[config.mk]
export PLATFORM = sky130hd
export DESIGN_NAME = pupil_centroid
export DESIGN_NICKNAME = d
export VERILOG_FILES = /design/src/rtl/pupil_centroid_pkg.sv /design/src/rtl/pupil_centroid_serial_divider.sv /design/src/rtl/pupil_centroid.sv
export SDC_FILE = /design/constraint.sdc
export NUM_CORES = 1
export LEC_CHECK = 0
export BUFFER_PORTS_ARGS = -buffer_cell sky130_fd_sc_hd__buf_2
export CORE_MARGIN = 2
export CORE_UTILIZATION = 47
export DETAILED_ROUTE_END_ITERATION = 6
export PLACE_DENSITY = 0.7
export SETUP_SLACK_MARGIN = 0.5
export SLEW_MARGIN = 20
export SYNTH_ARGS = -nofsm -noshare
export SYNTH_HDL_FRONTEND = slang
export SYNTH_SLANG_ARGS = --single-unit
export TNS_END_PERCENT = 10
[constraint.sdc]
create_clock -name VCLK -period 9.2 [get_ports VCLK]
set_clock_uncertainty 0.05 [all_clocks]
set_input_delay 0 -clock VCLK [delete_from_list [all_inputs] [get_ports VCLK]]
set_output_delay 0 -clock VCLK [all_outputs]
set_load 0.03 [all_outputs]
[src/rtl/pupil_centroid_pkg.sv]
// Shared definitions for pupil_centroid: FSM states, width derivations and default threshold.
package pupil_centroid_pkg;

    typedef enum logic [1:0] {
        IDLE = 2'd0,
        DIV  = 2'd1,
        POST = 2'd2
    } state_t;

    localparam int DEFAULT_MIN_COUNT = 16;

    // Pixel counter must hold a full frame of candidates.
    function automatic int cnt_width(input int hactive, input int vactive);
        return $clog2(hactive * vactive + 1);
    endfunction

    function automatic int sum_width(input int addr_width, input int cnt_w);
        return addr_width + cnt_w;
    endfunction

endpackage

[src/rtl/pupil_centroid_serial_divider.sv]
// Restoring serial divider, one quotient bit per cycle (MSB first), start/done handshake.
// DIVIDEND_W must equal DIVISOR_W + QUOT_W; the upper dividend bits seed the remainder.
module serial_divider #(
    parameter int DIVIDEND_W = 30,
    parameter int DIVISOR_W  = 19,
    parameter int QUOT_W     = 11
) (
    input  logic                  clk,
    input  logic                  rst,
    input  logic                  start,
    input  logic [DIVIDEND_W-1:0] dividend,
    input  logic [DIVISOR_W-1:0]  divisor,
    output logic [QUOT_W-1:0]     quotient,
    output logic                  done
);

    localparam int STEP_W = $clog2(QUOT_W + 1);

    logic [DIVISOR_W-1:0] rem;
    logic [DIVISOR_W-1:0] rem_next;
    logic [DIVISOR_W-1:0] divisor_r;
    logic [QUOT_W-1:0]    low;
    logic [QUOT_W-1:0]    quot;
    logic [STEP_W-1:0]    step;
    logic                 running;
    logic [DIVISOR_W:0]   trial;
    logic                 fits;

    // quotient is the value after the current step, so it is final while done is high
    always_comb begin
        trial    = {rem, low[QUOT_W-1]};
        fits     = trial >= {1'b0, divisor_r};
        rem_next = fits ? (trial[DIVISOR_W-1:0] - divisor_r) : trial[DIVISOR_W-1:0];
        quotient = {quot[QUOT_W-2:0], fits};
        done     = running && (step == STEP_W'(QUOT_W - 1));
    end

    always_ff @(posedge clk) begin
        if (rst) begin
            rem       <= '0;
            divisor_r <= '0;
            low       <= '0;
            quot      <= '0;
            step      <= '0;
            running   <= 1'b0;
        end else if (start) begin
            rem       <= dividend[DIVIDEND_W-1:QUOT_W];
            low       <= dividend[QUOT_W-1:0];
            divisor_r <= divisor;
            quot      <= '0;
            step      <= '0;
            running   <= 1'b1;
        end else if (running) begin
            rem  <= rem_next;
            low  <= {low[QUOT_W-2:0], 1'b0};
            quot <= quotient;
            step <= step + STEP_W'(1);
            if (done)
                running <= 1'b0;
        end
    end

endmodule

[src/rtl/pupil_centroid.sv]
// Pupil centroid: accumulates dark-pixel coordinate sums per frame and divides at frame end.
// Optional region-of-interest gating is enabled by defining PUPIL_CENTROID_ROI_EN.
module pupil_centroid
    import pupil_centroid_pkg::*;
#(
    parameter int ADDR_WIDTH = 11,
    parameter int HACTIVE    = 640,
    parameter int VACTIVE    = 480,
    parameter int MIN_COUNT  = DEFAULT_MIN_COUNT
) (
    input  logic                  VCLK,
    input  logic                  RST,
    input  logic                  iVSYNC,
    input  logic                  iDE,
    input  logic [ADDR_WIDTH-1:0] iH_ADDR,
    input  logic [ADDR_WIDTH-1:0] iV_ADDR,
    input  logic                  iPIX,
`ifdef PUPIL_CENTROID_ROI_EN
    input  logic [ADDR_WIDTH-1:0] iROI_X0,
    input  logic [ADDR_WIDTH-1:0] iROI_X1,
    input  logic [ADDR_WIDTH-1:0] iROI_Y0,
    input  logic [ADDR_WIDTH-1:0] iROI_Y1,
`endif
    output logic [ADDR_WIDTH-1:0] oPOINT_X,
    output logic [ADDR_WIDTH-1:0] oPOINT_Y,
    output logic                  oVALID,
    output logic                  oLOST,
    output logic                  oBUSY
);

    localparam int CNT_W = cnt_width(HACTIVE, VACTIVE);
    localparam int SUM_W = sum_width(ADDR_WIDTH, CNT_W);

    state_t                state;
    state_t                state_next;
    logic                  vsync_d;
    logic                  frame_end;
    logic                  in_roi;
    logic                  hit;
    logic                  enough;
    logic                  start;
    logic [SUM_W-1:0]      sum_x;
    logic [SUM_W-1:0]      sum_y;
    logic [CNT_W-1:0]      cnt;
    logic [SUM_W-1:0]      sum_x_next;
    logic [SUM_W-1:0]      sum_y_next;
    logic [CNT_W-1:0]      cnt_next;
    logic [ADDR_WIDTH-1:0] quot_x;
    logic [ADDR_WIDTH-1:0] quot_y;
    logic                  done_x;
    logic                  done_y;

`ifdef PUPIL_CENTROID_ROI_EN
    assign in_roi = (iH_ADDR >= iROI_X0) && (iH_ADDR <= iROI_X1) &&
                    (iV_ADDR >= iROI_Y0) && (iV_ADDR <= iROI_Y1);
`else
    assign in_roi = 1'b1;
`endif

    // The *_next values include a pixel arriving in the frame-end cycle itself
    always_comb begin
        frame_end  = iVSYNC & ~vsync_d;
        hit        = iDE & iPIX & in_roi;
        sum_x_next = sum_x + (hit ? SUM_W'(iH_ADDR) : '0);
        sum_y_next = sum_y + (hit ? SUM_W'(iV_ADDR) : '0);
        cnt_next   = cnt + CNT_W'(hit);
        enough     = cnt_next >= CNT_W'(MIN_COUNT);
        start      = frame_end && (state == IDLE) && enough;
    end

    always_ff @(posedge VCLK) begin
        if (RST) begin
            vsync_d <= 1'b0;
            sum_x   <= '0;
            sum_y   <= '0;
            cnt     <= '0;
        end else begin
            vsync_d <= iVSYNC;
            if (frame_end) begin
                sum_x <= '0;
                sum_y <= '0;
                cnt   <= '0;
            end else begin
                sum_x <= sum_x_next;
                sum_y <= sum_y_next;
                cnt   <= cnt_next;
            end
        end
    end

    serial_divider #(
        .DIVIDEND_W (SUM_W),
        .DIVISOR_W  (CNT_W),
        .QUOT_W     (ADDR_WIDTH)
    ) div_x (
        .clk      (VCLK),
        .rst      (RST),
        .start    (start),
        .dividend (sum_x_next),
        .divisor  (cnt_next),
        .quotient (quot_x),
        .done     (done_x)
    );

    serial_divider #(
        .DIVIDEND_W (SUM_W),
        .DIVISOR_W  (CNT_W),
        .QUOT_W     (ADDR_WIDTH)
    ) div_y (
        .clk      (VCLK),
        .rst      (RST),
        .start    (start),
        .dividend (sum_y_next),
        .divisor  (cnt_next),
        .quotient (quot_y),
        .done     (done_y)
    );

    always_ff @(posedge VCLK) begin
        if (RST)
            state <= IDLE;
        else
            state <= state_next;
    end

    always_comb begin
        state_next = state;
        case (state)
            IDLE:    if (start) state_next = DIV;
            DIV:     if (done_x && done_y) state_next = POST;
            POST:    state_next = IDLE;
            default: state_next = IDLE;
        endcase
    end

    // Result registers load on the edge entering POST, so they change only in the oVALID cycle
    always_ff @(posedge VCLK) begin
        if (RST) begin
            oPOINT_X <= ADDR_WIDTH'(HACTIVE / 2);
            oPOINT_Y <= ADDR_WIDTH'(VACTIVE / 2);
            oVALID   <= 1'b0;
            oLOST    <= 1'b1;
        end else begin
            oVALID <= 1'b0;
            if (state == DIV && done_x && done_y) begin
                oPOINT_X <= quot_x;
                oPOINT_Y <= quot_y;
                oLOST    <= 1'b0;
                oVALID   <= 1'b1;
            end else if (frame_end && state == IDLE && !enough) begin
                oLOST  <= 1'b1;
                oVALID <= 1'b1;
            end
        end
    end

    assign oBUSY = (state != IDLE);

endmodule

==> flow_metrics.env <==
export IMPL_status="finished clean"
export IMPL_cts_tree="done"
export IMPL_hpwlAfterDp_mm=19.20
export IMPL_num_rows=58
export IMPL_synth_common_cells="215 x dfxtp_1, 211 x nor2_1, 123 x nand2_1"
export IMPL_core_area_mm2=0.02511
export IMPL_cp_required_ns=9.61
export IMPL_postCtsHoldBufs=6
export IMPL_place_congestion=0.8939
export IMPL_startpoint_type="flip-flop"
export IMPL_p_per_area_mw_per_mm2=151.9
export IMPL_hold_path_class="in -> reg"
export IMPL_critPathKind="reg -> reg"
export IMPL_synth_flop_cell="dfxtp_1"
export IMPL_finalHoldViolations=0
export IMPL_cp_max_fo=42
export IMPL_crit_chain="ha_1, ha_1, and4_4, nand3_1, nor3_1, xnor2_1, a21boi_0, a41o_1, buf_4, and3_1, a21oi_1, nor2_1, dlygate4sd3_1"
export IMPL_r2r_cells=13
export IMPL_finalPower_w=0.002018
export IMPL_clock_sinks=215
export IMPL_die_area_mm2=0.02673
export IMPL_areaGrowthSynthToFinish_pct=11.13
export IMPL_max_freq_mhz=247.8
export IMPL_cpMaxStageDelayCell="a21boi_0"
export IMPL_design_area_mm2=0.01329
export IMPL_slew_headroom_pct=33.97
export IMPL_antenna_found_initial=1
export IMPL_drtIter0Drc=510
export IMPL_synth_most_common_cell="dfxtp_1"
export IMPL_grt_pass1_wl_mm=45.87
export IMPL_cts_buffer_depth=3
export IMPL_gr_usage_all_layers_pct=20.69
export IMPL_firstDrtPassIters=5
export IMPL_fin_crit_sh_pct=43.86
export IMPL_die_height_um=163.5
export IMPL_initial_core_util_pct=47.62
export IMPL_diodes=0
export IMPL_yosys_area_top_type_share_pct=36.00
export IMPL_cts_buffers=25
export IMPL_reg2reg_from="cnt[0]"
export IMPL_ant_nets=0
export IMPL_maxCapViolCount=0
export IMPL_routed_wl_mm=27.35
export IMPL_end_kind="flip-flop"
export IMPL_syn_avg_cell_area_um2=8.385
export IMPL_setup_tns_ns=0
export IMPL_vias_per_cell=5.563
export IMPL_min_to="sum_y[5]"
export IMPL_rrSetupSlack_ns=5.17
export IMPL_dpl_cell_area_mm2=0.01238
export IMPL_synth_area_leaders="dfxtp_1 36%, ha_1 6.9%, nor2_1 6.6%"
export IMPL_yosysUniqueCellTypes=70
export IMPL_cpMostUsedCell="ha_1"
export IMPL_pin_count=52
export IMPL_p_leak_nw=5.273
export IMPL_grt_ovfl_total=0
export IMPL_cts_resized_gates=0
export IMPL_htree_levels=1
export IMPL_ys_ff_latch=215
export IMPL_yosys_area_top_type="dfxtp_1"
export IMPL_drive_above_1_share_pct=9.527
export IMPL_regArea_mm2=0.004307
export IMPL_synth_edf_count=0
export IMPL_yosysSeqAreaShare_pct=36.00
export IMPL_cts_setup_buffers=0
export IMPL_synth_async_reset_ratio_pct=0
export IMPL_min_from="iV_ADDR[5]"
export IMPL_vias=9953
export IMPL_crit_arrival_ns=4.44
export IMPL_wire_per_inst_um=15.29
export IMPL_yosysWarnings=0
export IMPL_die_w_um=163.5
export IMPL_syn_area_mm2=0.01196
export IMPL_drv_slew=0
export IMPL_synth_nets=1523
export IMPL_cts_root_buf="clkbuf_16"
export IMPL_drc_errors=0
export IMPL_finalNetCount=1540
export IMPL_crit_start="cnt[0]"
export IMPL_r2r_end="div_y.low[0]"
export IMPL_finalSetupViolations=0
export IMPL_holdPathStages=5
export IMPL_worst_pin_slew_ns=0.9858
export IMPL_cpPeakStageDelay_ns=0.57
export IMPL_io_buffers=51
export IMPL_syn_inst=1426
export IMPL_fillers=2386
export IMPL_final_min_clock_period_ns=4.035
export IMPL_max_vdd_ir_drop_mv=0.1246
export IMPL_grt_pass1_vias=9378
export IMPL_grt_max_degree=75
export IMPL_cts_clk_slew_worst_paths_ns=0.05
export IMPL_multi_input_area_mm2=0.007147
export IMPL_clk_insertion_delay_late_ns=0.53
export IMPL_grt_setup_unrepaired="no"
worst max-delay path by stage:
stage / to / slack [ns] / cells past startpoint
global placement: div_y.rem[8] / 5.65 / 13
floorplan: div_y.rem[13] / 6.16 / 12
global route: div_y.low[0] / 4.90 / 13
finish: div_y.low[0] / 5.17 / 13
detailed placement: div_y.rem[8] / 5.47 / 13
CTS: div_y.low[0] / 5.17 / 13
cell type report:
cell class / count / area share (%)
clock buffers: 33 / 5.386
clock inverters: 10 / 1.026
inverters: 43 / 1.215
multi-input cells: 1089 / 53.79
flip-flops and latches: 215 / 32.41
well taps: 330 / 3.107
repair buffers: 69 / 3.070
logic make-up (layout without fill, tap and decap cells):
| kind of cell | count (synthesis) | count (layout) | synth area share [%] |
|---|---|---|---|
| flip-flops | 215 | 215 | 36.00 |
| AND/OR/NAND/NOR | 540 | 540 | 21.47 |
| multiplexers | 35 | 35 | 2.982 |
| AO/OA/AOI/OAI | 335 | 335 | 19.57 |
| adder cells (fa/ha/maj) | 70 | 70 | 7.576 |
| XOR/XNOR | 109 | 109 | 7.984 |
| buffers and inverters | 122 | 155 | 4.416 |
cell usage in the layout (no fill, tap or decap), types with 27 or more instances in the layout:
cell type  count
dfxtp_1      213
nor2_1       211
nand2_1      123
a211oi_1      73
a21oi_1       70
ha_1          66
xnor2_1       55
xor2_1        54
buf_2         50
and3_1        44
inv_1         43
o21ai_0       36
nor2b_1       32
mux2i_1       30
nor3_1        27
per-layer routing:
metal  vias to the layer above  global-route usage (%)  wire length [um]
met5                         -                       0                 0
met3                        49                   2.082              1055
met1                      4622                   28.49             13050
met4                         0                   6.100               716
li1                       5094                       -                 -
met2                       188                   34.37             12530
worst max-delay path, delay by kind of cell, from the launching register on:
kind            cells  cell delay, ns
buf+inv             2            1.00
xor+xnor            1            0.22
fa+ha+maj           2            0.46
flops               1            0.31
simple gates        5            1.03
compound gates      3            0.90
state kept, by name, indices dropped and copies added (netlist names), 2 cells and up:
signal	flops
sum_y	30
div_y.divisor_r	19
oPOINT_Y	11
div_x.step	4
div_x.low	11
oPOINT_X	11
div_y.quot	10
div_x.quot	10
cnt	19
sum_x	30
div_y.rem	19
state	2
div_y.step	4
div_y.low	11
div_x.rem	19
stage by stage:
stage / setup WS (ns) / utilization [%] / hold slack [ns] / cells
after floorplan: 6.161 / - / 0.07818 / 1426
final: 5.165 / 52.92 / 0.02220 / 1789
after CTS: 5.173 / 52.92 / 0.01912 / 1789
after detailed placement: 5.470 / 49.29 / 0.1990 / 1740
after global routing: 4.896 / 52.92 / 0.07974 / 1789
after global placement: 5.647 / 49.29 / 0.1789 / 1740
where the power goes:
part	internal [W]	switching (W)
registers	0.000935	0.00000162
clock network	0.000628	0.000389
logic	0.0000216	0.0000416
total	0.00159	0.000432
Power figures use the tool's default switching activity.
